## src/rtl/btn_event_decoder_if.sv

```systemverilog
// Button event bus: debounced level and sample tick in, event strobes,
// hold level and wrapping event count out.
interface btn_event_decoder_if #(
  parameter int CNT_W = 8
);
  logic             i_pulsein;
  logic             i_db;
  logic             o_press;
  logic             o_release;
  logic             o_longpress;
  logic             o_rpt;
  logic             o_held;
  logic [CNT_W-1:0] o_evcount;

  // Producer side: drives the button level and tick, watches the events.
  modport master (
    output i_pulsein, i_db,
    input  o_press, o_release, o_longpress, o_rpt, o_held, o_evcount
  );

  // Decoder side: consumes the button level and tick, produces the events.
  modport slave (
    input  i_pulsein, i_db,
    output o_press, o_release, o_longpress, o_rpt, o_held, o_evcount
  );
endinterface

```

## src/rtl/btn_event_decoder.sv

```systemverilog
// Button event decoder: turns the debounced button level into single-cycle
// press / release / long-press / auto-repeat strobes plus a wrapping count
// of press and repeat events. All outputs are registered.
module btn_event_decoder #(
  parameter int HOLD_TICKS   = 100,
  parameter int REPEAT_TICKS = 20,
  parameter int CNT_W        = 8
) (
  input  logic                 clk,
  input  logic                 reset,
  btn_event_decoder_if.slave   bus
);

  typedef enum logic [1:0] {
    IDLE    = 2'd0,
    PRESSED = 2'd1,
    LONG    = 2'd2
  } state_t;

  // Terminal counts; the tick that reaches these is the HOLD/REPEAT-th tick.
  localparam logic [15:0] HOLD_LAST   = 16'(HOLD_TICKS - 1);
  localparam logic [15:0] REPEAT_LAST = 16'(REPEAT_TICKS - 1);

  state_t           r_state;
  state_t           w_nextState;
  logic             r_dbQ;
  logic [15:0]      r_hcnt;
  logic [15:0]      r_rcnt;
  logic [15:0]      w_hcntNext;
  logic [15:0]      w_rcntNext;
  logic             w_rise;
  logic             w_fall;
  logic             w_press;
  logic             w_release;
  logic             w_longpress;
  logic             w_rpt;
  logic             r_press;
  logic             r_release;
  logic             r_longpress;
  logic             r_rpt;
  logic             r_held;
  logic [CNT_W-1:0] r_evcount;

  assign w_rise = bus.i_db & ~r_dbQ;
  assign w_fall = ~bus.i_db & r_dbQ;

  // Next state, counter updates and strobe decisions; a falling edge always
  // wins over a tick so a release never comes with a long-press or repeat.
  always_comb begin
    w_nextState = r_state;
    w_hcntNext  = r_hcnt;
    w_rcntNext  = r_rcnt;
    w_press     = 1'b0;
    w_release   = 1'b0;
    w_longpress = 1'b0;
    w_rpt       = 1'b0;
    case (r_state)
      IDLE: begin
        if (w_rise) begin
          w_nextState = PRESSED;
          w_press     = 1'b1;
          w_hcntNext  = 16'd0;
        end
      end
      PRESSED: begin
        if (w_fall) begin
          w_nextState = IDLE;
          w_release   = 1'b1;
        end else if (bus.i_pulsein) begin
          if (r_hcnt == HOLD_LAST) begin
            w_nextState = LONG;
            w_longpress = 1'b1;
            w_rcntNext  = 16'd0;
          end else begin
            w_hcntNext = r_hcnt + 16'd1;
          end
        end
      end
      LONG: begin
        if (w_fall) begin
          w_nextState = IDLE;
          w_release   = 1'b1;
        end else if (bus.i_pulsein) begin
          if (r_rcnt == REPEAT_LAST) begin
            w_rpt      = 1'b1;
            w_rcntNext = 16'd0;
          end else begin
            w_rcntNext = r_rcnt + 16'd1;
          end
        end
      end
      default: begin
        w_nextState = IDLE;
      end
    endcase
  end

  // State, edge-detect history, counters and registered outputs.
  always_ff @(posedge clk) begin
    if (reset) begin
      r_state     <= IDLE;
      r_dbQ       <= 1'b0;
      r_hcnt      <= 16'd0;
      r_rcnt      <= 16'd0;
      r_press     <= 1'b0;
      r_release   <= 1'b0;
      r_longpress <= 1'b0;
      r_rpt       <= 1'b0;
      r_held      <= 1'b0;
      r_evcount   <= '0;
    end else begin
      r_state     <= w_nextState;
      r_dbQ       <= bus.i_db;
      r_hcnt      <= w_hcntNext;
      r_rcnt      <= w_rcntNext;
      r_press     <= w_press;
      r_release   <= w_release;
      r_longpress <= w_longpress;
      r_rpt       <= w_rpt;
      r_held      <= (w_nextState != IDLE);
      if (w_press | w_rpt) begin
        r_evcount <= r_evcount + CNT_W'(1);
      end
    end
  end

  assign bus.o_press     = r_press;
  assign bus.o_release   = r_release;
  assign bus.o_longpress = r_longpress;
  assign bus.o_rpt       = r_rpt;
  assign bus.o_held      = r_held;
  assign bus.o_evcount   = r_evcount;

endmodule

```

## src/flat_wrapper.sv

```systemverilog
// flat-port wrapper written by rule: the top's interface ports become plain ports
module btn_event_decoder_flat 
#(
  parameter int HOLD_TICKS   = 100,
  parameter int REPEAT_TICKS = 20,
  parameter int CNT_W        = 8
)
  (clk, reset, bus_i_pulsein, bus_i_db, bus_o_press, bus_o_release, bus_o_longpress, bus_o_rpt, bus_o_held, bus_o_evcount);
  btn_event_decoder_if #(.CNT_W(CNT_W)) bus_i ();
  input  logic clk;
  input  logic reset;
  input wire logic [$bits(bus_i.i_pulsein)-1:0] bus_i_pulsein;
  input wire logic [$bits(bus_i.i_db)-1:0] bus_i_db;
  output wire logic [$bits(bus_i.o_press)-1:0] bus_o_press;
  output wire logic [$bits(bus_i.o_release)-1:0] bus_o_release;
  output wire logic [$bits(bus_i.o_longpress)-1:0] bus_o_longpress;
  output wire logic [$bits(bus_i.o_rpt)-1:0] bus_o_rpt;
  output wire logic [$bits(bus_i.o_held)-1:0] bus_o_held;
  output wire logic [$bits(bus_i.o_evcount)-1:0] bus_o_evcount;
  assign bus_i.i_pulsein = bus_i_pulsein;
  assign bus_i.i_db = bus_i_db;
  assign bus_o_press = bus_i.o_press;
  assign bus_o_release = bus_i.o_release;
  assign bus_o_longpress = bus_i.o_longpress;
  assign bus_o_rpt = bus_i.o_rpt;
  assign bus_o_held = bus_i.o_held;
  assign bus_o_evcount = bus_i.o_evcount;
  btn_event_decoder #(.HOLD_TICKS(HOLD_TICKS), .REPEAT_TICKS(REPEAT_TICKS), .CNT_W(CNT_W)) u_core (.clk(clk), .reset(reset), .bus(bus_i));
endmodule
```

## config.mk

```make
export PLATFORM = sky130hd
export DESIGN_NAME = btn_event_decoder_flat
export DESIGN_NICKNAME = d
export VERILOG_FILES = /design/src/rtl/btn_event_decoder_if.sv /design/src/rtl/btn_event_decoder.sv /design/src/flat_wrapper.sv
export SDC_FILE = /design/constraint.sdc
export NUM_CORES = 1
export LEC_CHECK = 0
export BUFFER_PORTS_ARGS = -buffer_cell sky130_fd_sc_hd__buf_2
export CAP_MARGIN = 20
export CORE_MARGIN = 4
export CORE_UTILIZATION = 45
export DETAILED_ROUTE_END_ITERATION = 16
export GPL_ROUTABILITY_DRIVEN = 0
export PLACE_DENSITY = 0.69
export SLEW_MARGIN = 5
export SYNTH_ARGS = -nofsm -noshare
export SYNTH_HDL_FRONTEND = slang
export SYNTH_SLANG_ARGS = --single-unit
export TNS_END_PERCENT = 100
```

## constraint.sdc

```tcl
create_clock -name clk -period 1.8 [get_ports clk]
set_input_delay 0.09 -clock clk [delete_from_list [all_inputs] [get_ports clk]]
set_output_delay 0.09 -clock clk [all_outputs]
set_load 0.01 [all_outputs]
```

==> results.md, run 1 <==
- Status: complete, but fails checks
- Failing checks: setup timing
- Worst-Margin Slew: ~430 ps
- IO Port Bufs: 16
- Synth Cell Area: around 2600 um2
- First-pass DRT Iterations: 5
- Critical path cell sequence: inv_2 -> ha_4 -> buf_4 -> nand3b_1 -> o22a_4 -> buf_12 -> or4_4 -> a21oi_2
- Initial antenna violation count: 0
- Max Clock Skew: 18.6 ps
- CP endpoint kind: register
- Logic pwr share: 0.201
- IO Pins: 17
- Core Area: 5510 um2
- Cell Area, Placed: 3080 um2
- FF-to-FF End: u_core.r_hcnt[12]$_SDFFE_PP0P_
- Worst hold path type: primary input to register
- Worst Setup Start Kind: register
- First-pass GRT wire length: 11600 um
- Share of layout cells above drive strength 1: 0.504
- Final Hold Fails: 0
- Number of DRC markers in iteration 0: 196
- DRT antenna net count: 0
- Flop2flop setup slack: -180 ps
- Die Width: 83.5 um
- Final period utilization: 1.10
- Sequential share of power: 0.448
- Number of buffers created by CTS: 5
- CTS tree: built
- Drt drc: 0
- Worst skew pair latency: 320 ps
- Root Driver: clkbuf_8
- Fmax: 505 MHz
- Routed Wire Length: 8610 um
- Synth top area cells: dfxtp_1 37%, xnor2_1 4.8%, a21oi_1 3.9%, nand2_1 3.5%, nor2_1 3.5%
- Total of max-cap violations: 0
- Std-Cell Rows: 27
- Yosys Warn Count: 0
- Post-detailed-route wirelength per cell: 19.0 um
- Post-Route Setup TNS: -2270 ps
- Initial Utilization: 0.466
- H-tree Lvls: 2
- Sw frac: 0.269
- Fin nets: 391
- PD cells: approximately 600 nW/um2
- Count of final setup violators: 34
- RSZ-0062 raised after global routing: yes
- Largest net degree at the start of global routing: 26
- Sequential share of the synthesized area: 0.374
- Clock group share of total power: 0.350
- Synth top area share: 0.374
- Worst r2r path cells: 8
- Clk pin slew, worst setup/hold paths: 100 ps
- # hold bufs at CTS: 0
- DP Worst Slack: -166 ps
- GRT Overall Usage: 0.202
- Max Transition Viols Final: 0
- Gr ovfl total: 0
- Maximum VDD drop: ~380 uV
- Critical Path RT: 2070 ps
- Post-synth top area cell: dfxtp_1
- Fin area: 4070 um2
- Pint: around 1.8 mW
- Post-Synthesis Cells: between 200 and 300
- Vias in the first global route: 2532
- DPL Wire Length: 4130 um
- Diodes inserted: 0
- Max_slew headroom: 0.711
- Clk sinks: 48
- CP max stage cell: or4_4
- Synthesized net count: slightly above 300
- Critical Path Sink: u_core.r_hcnt[12]$_SDFFE_PP0P_
- Leak: 1.38 nW
- Worst Setup Slack, final: -179 ps
- Mean Syn Cell Area: slightly below 9 um2
- Clk buf depth: 2
- Library cells used by synthesis: roughly 50
- CP max FO: 7
- Sw Pwr: 655 uW
- Area of the die: 6970 um2
- Tmin final: 1980 ps
- FF-to-FF Start: u_core.r_state[0]$_SDFF_PP0_
- Area Overhead vs Synth: 58.7%
- Placed Cells: between 400 and 500
- Setup Crit Path Kind: register to register
- Yosys reg bits: 48
- Crit path largest cell delay: 510 ps
- Via/cell ratio: between 6 and 7
- Total power: 2.43 mW
- Arr. time, crit path: about 2200 ps
- Vias: 2771
- CP Buf/Inv Count: 3
- Die span in y: 83.5 um
- Layout Cells excl Fill: 453
- CP Depth: 8
- Critical Path Start: u_core.r_state[0]$_SDFF_PP0_
- Delay-heaviest family, CP: simple AND/OR/NAND/NOR gates
[worst min-delay path: stages]
cell,delay [ps]
buf_2,120
inv_2,70
nor2_1,40
[area by class of cell]
| type | count | area [um2] |
|---|---|---|
| clock buffers | 6 | 82.6 |
| fillers | 336 | 1440 |
| repair buffers | 88 | 767 |
| clock inverters | 2 | 38.8 |
| inverters | 8 | 36.3 |
| well taps | 72 | 90.1 |
| multi-input cells | 229 | 2080 |
| flip-flops and latches | 48 | 975 |
[cells by family (layout without fill, tap and decap cells)]
kind of cell / Yosys count / in the layout / share of synthesized area
buffers and inverters: 20 / 104 / 0.0410
AO/OA/AOI/OAI: 49 / 51 / 0.123
multiplexers: 6 / 6 / 0.0234
AND/OR/NAND/NOR: 147 / 150 / 0.352
adder cells (fa/ha/maj): 8 / 8 / 0.0385
flip-flops: 48 / 48 / 0.374
XOR/XNOR: 14 / 14 / 0.0478
[routing by layer]
layer	share of wire	global-route usage	up-vias
met5	0	0	-
met4	0.037	0.0760	0
met3	0.065	0.0523	35
met2	0.52	0.356	134
met1	0.38	0.234	1335
li1	-	-	1267
[cells in the final DEF, fill, tap and decap left out, types with 3 or more instances in the layout]
| cell | instances |
|---|---|
| buf_4 | 53 |
| dfxtp_1 | 39 |
| nand2_1 | 24 |
| buf_2 | 16 |
| nor2_1 | 14 |
| buf_6 | 13 |
| nand4_1 | 12 |
| a21oi_1 | 11 |
| xnor2_1 | 11 |
| nand3_1 | 11 |
| nor4_4 | 10 |
| a21oi_2 | 9 |
| o21ai_0 | 8 |
| dfxtp_2 | 8 |
| or3_1 | 7 |
| or2_2 | 7 |
| nor4b_4 | 6 |
| or4_1 | 6 |
| nor2_2 | 6 |
| mux2i_1 | 6 |
| clkbuf_8 | 6 |
| nor3_4 | 5 |
| o31ai_1 | 5 |
| ha_4 | 5 |
| inv_1 | 4 |
| nor2_4 | 4 |
| nand3b_1 | 3 |
| or2_4 | 3 |
| o31ai_2 | 3 |
| o21ai_1 | 3 |
| nand2b_1 | 3 |
| and3_1 | 3 |
| xnor2_2 | 3 |
| buf_16 | 3 |
| buf_12 | 3 |
[flip-flops by register name, summed over array words and instances (netlist names)]
signal,count
u_core.r_dbQ,1
u_core.bus.o_rpt,1
u_core.bus.o_evcount,8
u_core.bus.o_press,1
u_core.r_hcnt,16
u_core.bus.o_held,1
u_core.bus.o_release,1
u_core.r_rcnt,16
u_core.r_state,2
u_core.bus.o_longpress,1
[power by group through the flow]
stage	clock network [mW]	logic, mW	registers, mW
6_report	0.853	0.490	1.09
5_1_grt	0.906	0.516	1.09
4_1_cts	0.858	0.366	1.09
3_5_place_dp	0	0.247	1.12
3_3_place_gp	0	0.244	1.12
2_1_floorplan	0	0.152	1.12
[per-stage QoR]
| stage | hold slack, ps | utilization |
|---|---|---|
| 2_1_floorplan | 215 | - |
| 3_3_place_gp | 363 | 0.559 |
| 3_5_place_dp | 368 | 0.559 |
| 4_1_cts | 31.8 | 0.637 |
| 5_1_grt | 38.7 | 0.739 |
| 6_report | 46.4 | 0.739 |
[worst min path at each step]
| stage | to | cells past startpoint | startpoint | slack (ps) |
|---|---|---|---|---|
| after floorplan | u_core.r_dbQ$_SDFF_PP0_ | 2 | bus_i_db | 220 |
| after global placement | u_core.r_dbQ$_SDFF_PP0_ | 3 | bus_i_db | 360 |
| after detailed placement | u_core.r_dbQ$_SDFF_PP0_ | 3 | bus_i_db | 370 |
| after CTS | u_core.r_dbQ$_SDFF_PP0_ | 3 | bus_i_db | 30 |
| after global routing | u_core.r_dbQ$_SDFF_PP0_ | 3 | bus_i_db | 40 |
| final | u_core.r_dbQ$_SDFF_PP0_ | 3 | bus_i_db | 50 |
[cells in the mapped netlist, drive strengths merged]
cell type,count
nor4b,6
mux2i,6
inv,8
o31ai,9
nand4b,1
and2,3
and4bb,1
or4,8
maj3,1
a21boi,1
a31oi,1
nand3b,3
a21o,2
nand3,13
buf,7
xnor2,14
nand2b,3
nand2,24
ha,7
o211a,1
nor3b,2
o22a,1
o31a,1
and3,3
o21ai,11
or3,8
a21oi,20
nand4,12
nor2,24
dfxtp,48
a41oi,1
or2b,1
nor3,9
and4,3
or2,10
o41ai,1
nor4,13
clkbuf,5
[timing repair]
item,4_1_cts,5_1_grt
cloned,5,4
pin swaps,26,49
buffers inserted,10,15
gates resized for setup,31,83
endpoints found under the setup margin,37,40
Note: power is estimated with default switching activity, not from simulation.
==> run 2: changes to the inputs <==
--- a/config.mk
+++ b/config.mk
@@ -5,13 +5,16 @@
 export SDC_FILE = /design/constraint.sdc
 export NUM_CORES = 1
 export LEC_CHECK = 0
+export ABC_AREA = 1
 export BUFFER_PORTS_ARGS = -buffer_cell sky130_fd_sc_hd__buf_2
 export CAP_MARGIN = 20
+export CELL_PAD_IN_SITES_DETAIL_PLACEMENT = 1
+export CELL_PAD_IN_SITES_GLOBAL_PLACEMENT = 1
 export CORE_MARGIN = 4
-export CORE_UTILIZATION = 45
+export CORE_UTILIZATION = 39
 export DETAILED_ROUTE_END_ITERATION = 16
 export GPL_ROUTABILITY_DRIVEN = 0
-export PLACE_DENSITY = 0.69
+export PLACE_DENSITY = 0.8
 export SLEW_MARGIN = 5
 export SYNTH_ARGS = -nofsm -noshare
 export SYNTH_HDL_FRONTEND = slang
==> results.md, run 2 <==
- Placed Cells: 607 (+47%)
- FF-to-FF Start: u_core.r_state[1]$_SDFF_PP0_
- Layout Utilization: 0.450 (-0.289)
- Area Overhead vs Synth: 11.9%
- Post-Synthesis Cells: 487 (+67%)
- Area of the die: 9460 um2 (+36%)
- Synthesized net count: 498 (+64%)
- Mean Syn Cell Area: 6.38 um2 (-27%)
- Core Area: 7730 um2 (+40%)
- Ys async rst share: 0 (unchanged)
- Critical Path RT: 2010 ps (-60 ps)
- Synth top area share: 0.309 (-0.0653)
- Max_slew headroom: 0.762 (+0.0511)
- Status: finished clean
- DP Worst Slack: 17.8 ps (+184 ps)
- H-tree Lvls: 2 (unchanged)
- Yosys reg bits: 48 (unchanged)
- Critical Path Start: u_core.r_state[1]$_SDFF_PP0_
- First-pass DRT Iterations: 4 (-1)
- Largest net degree at the start of global routing: 17 (-35%)
- DPL Wire Length: 6870 um (+66%)
- Fmax: 589 MHz (+16%)
- Clk pin slew, worst setup/hold paths: 100 ps (about the same)
- GRT Overall Usage: 0.192 (-0.00953)
- Die Width: 97.3 um (+16%)
- CP endpoint kind: register
- Number of DRC markers in iteration 0: 122 (-38%)
- Initial Utilization: 0.402 (-0.0638)
- Post-detailed-route wirelength per cell: 14.3 um (-25%)
- CP max FO: 11 (+4)
- Vias in the first global route: 3265 (+29%)
- Count leader, synth: nand2_1
- PD cells: 593 nW/um2 (-0.69%)
- RSZ-0062 raised after global routing: yes
- Leak: 1.40 nW (+1.7%)
- Initial antenna violation count: 0 (unchanged)
- Maximum VDD drop: 297 uV (-22%)
- Dominant synthesized flop cell: dfxtp_1
- Gr ovfl total: 0 (unchanged)
- Vias: 3162 (+14%)
- Clk buf depth: 2 (unchanged)
- Layout Cells excl Fill: 617 (+36%)
- Share of layout cells above drive strength 1: 0.151 (-0.352)
- Worst Setup Start Kind: register
- Flop2flop setup slack: 100 ps (+280 ps)
- Post-Route Setup TNS: 0 ps (+2270 ps)
- Worst skew pair latency: 310 ps (about the same)
- Arr. time, crit path: 1910 ps (-330 ps)
- CTS tree: built
- Commonest non-fill, non-tap cells in the layout: 108 x nand2_1, 99 x nor2_1, 54 x inv_1, 48 x dfxtp_1, 47 x nand3_1
- Post-synth EDFFs: 0 (unchanged)
- Worst r2r path cells: 9 (+1)
- Synth Cell Area: 3110 um2 (+21%)
- Diodes inserted: 0 (unchanged)
- FF-to-FF End: u_core.r_hcnt[7]$_SDFFE_PP0P_
- IO Port Bufs: 16 (unchanged)
- Sequential share of the synthesized area: 0.309 (-0.0653)
- Critical Path Sink: u_core.r_hcnt[7]$_SDFFE_PP0P_
- Tmin final: 1700 ps (-280 ps)
- Total of max-cap violations: 0 (unchanged)
- Via/cell ratio: 5.12 (-16%)
- Worst hold path type: primary input to register
- Yosys Warn Count: 0 (unchanged)
- DRT antenna net count: 0 (unchanged)
- Die span in y: 97.3 um (+16%)
- Most common cell after layout, fill and taps aside: nand2_1
- Worst Setup Slack, final: 101 ps (+280 ps)
- Total power: 2.06 mW (-15%)
- Setup Crit Path Kind: register to register
- Most common library cells after synthesis: 109 x nand2_1, 102 x nor2_1, 55 x inv_1, 48 x dfxtp_1, 47 x nand3_1
- Clk sinks: 48 (unchanged)
- Number of buffers created by CTS: 5 (unchanged)
- Final period utilization: 0.944 (-0.156)
- Max Transition Viols Final: 0 (unchanged)
- Final Hold Fails: 0 (unchanged)
- Count of final setup violators: 0 (-100%)
- Routed Wire Length: 8850 um (+2.8%)
- Cell Area, Placed: 3330 um2 (+8.3%)
- IO Pins: 17 (unchanged)
- Worst-Margin Slew: 353 ps (-78.5 ps)
- Max Clock Skew: 8.03 ps (-10.6 ps)
- First-pass GRT wire length: 15400 um (+33%)
- Synth top area cells: dfxtp_1 31%, nand2_1 13%, nor2_1 12%, nand3_1 7.6%, inv_1 6.6%
- Root Driver: clkbuf_8
- WHS: 158 ps (+112 ps)
- Std-Cell Rows: 32 (+19%)
- Fin nets: 525 (+34%)
- Fin area: 3480 um2 (-15%)
- Library cells used by synthesis: 33 (-35%)
- Drt drc: 0 (unchanged)
- Post-synth top area cell: dfxtp_1
run 2: cell types whose count changed in the layout (fill, tap and decap cells not counted), sizes merged, moves of 9 or more:
cell	previous run	this run
or2	11	0
nand2	24	123
a21oi	20	32
xor2	0	10
xnor2	14	3
o31ai	9	0
nand3	13	48
nor4	13	1
inv	7	60
buf	88	29
nor2	24	106
run 2: layout make-up:
cell class                 count  area, um2
clock buffer                   7       86.3
clock inverter                 1       7.51
fill                        1047       4250
inverter                      62        245
multi-input combinational    367       1860
sequential                    48        961
tap                          102        128
timing repair buffer          30        191
run 2: cell families after synthesis:
group	synth area share
simple gates	0.432
xor+xnor	0.0366
fa+ha+maj	0.0282
buf+inv	0.101
flops	0.309
compound gates	0.0922
run 2: what timing repair did:
action	4_1_cts	5_1_grt
setup endpoints to repair	0	25
hold endpoints to repair	1	0
gates resized for setup	0	10
buffers inserted	0	1
hold buffers	1	0
run 2: report_power, final:
group,internal [mW],switching (mW)
clock,0.314,0.395
sequential,1.08,0.0147
combinational,0.0805,0.180
run 2: worst min-delay path by stage:
stage	start	to	cells after the start
global route	reset	u_core.r_hcnt[15]$_SDFFE_PP0P_	2
detailed placement	bus_i_db	u_core.r_dbQ$_SDFF_PP0_	3
finish	reset	u_core.r_dbQ$_SDFF_PP0_	2
floorplan	bus_i_db	u_core.r_dbQ$_SDFF_PP0_	2
CTS	reset	u_core.r_dbQ$_SDFF_PP0_	2
global placement	bus_i_db	u_core.r_dbQ$_SDFF_PP0_	3
run 2: metal layers:
metal  vias up  GRT usage  share of wire
met5         -          0              0
met4         0     0.0447          0.014
met3        10     0.0223          0.029
met2        43      0.329           0.47
met1      1515      0.260           0.48
li1       1594          -              -
run 2: critical path, stage by stage (launching register included):
cell	delay (ps)
dfxtp_1	340
inv_1	60
ha_1	250
inv_4	140
a21oi_1	60
nor2_2	200
buf_6	180
nand3_1	130
o21bai_1	180
nor2_1	50
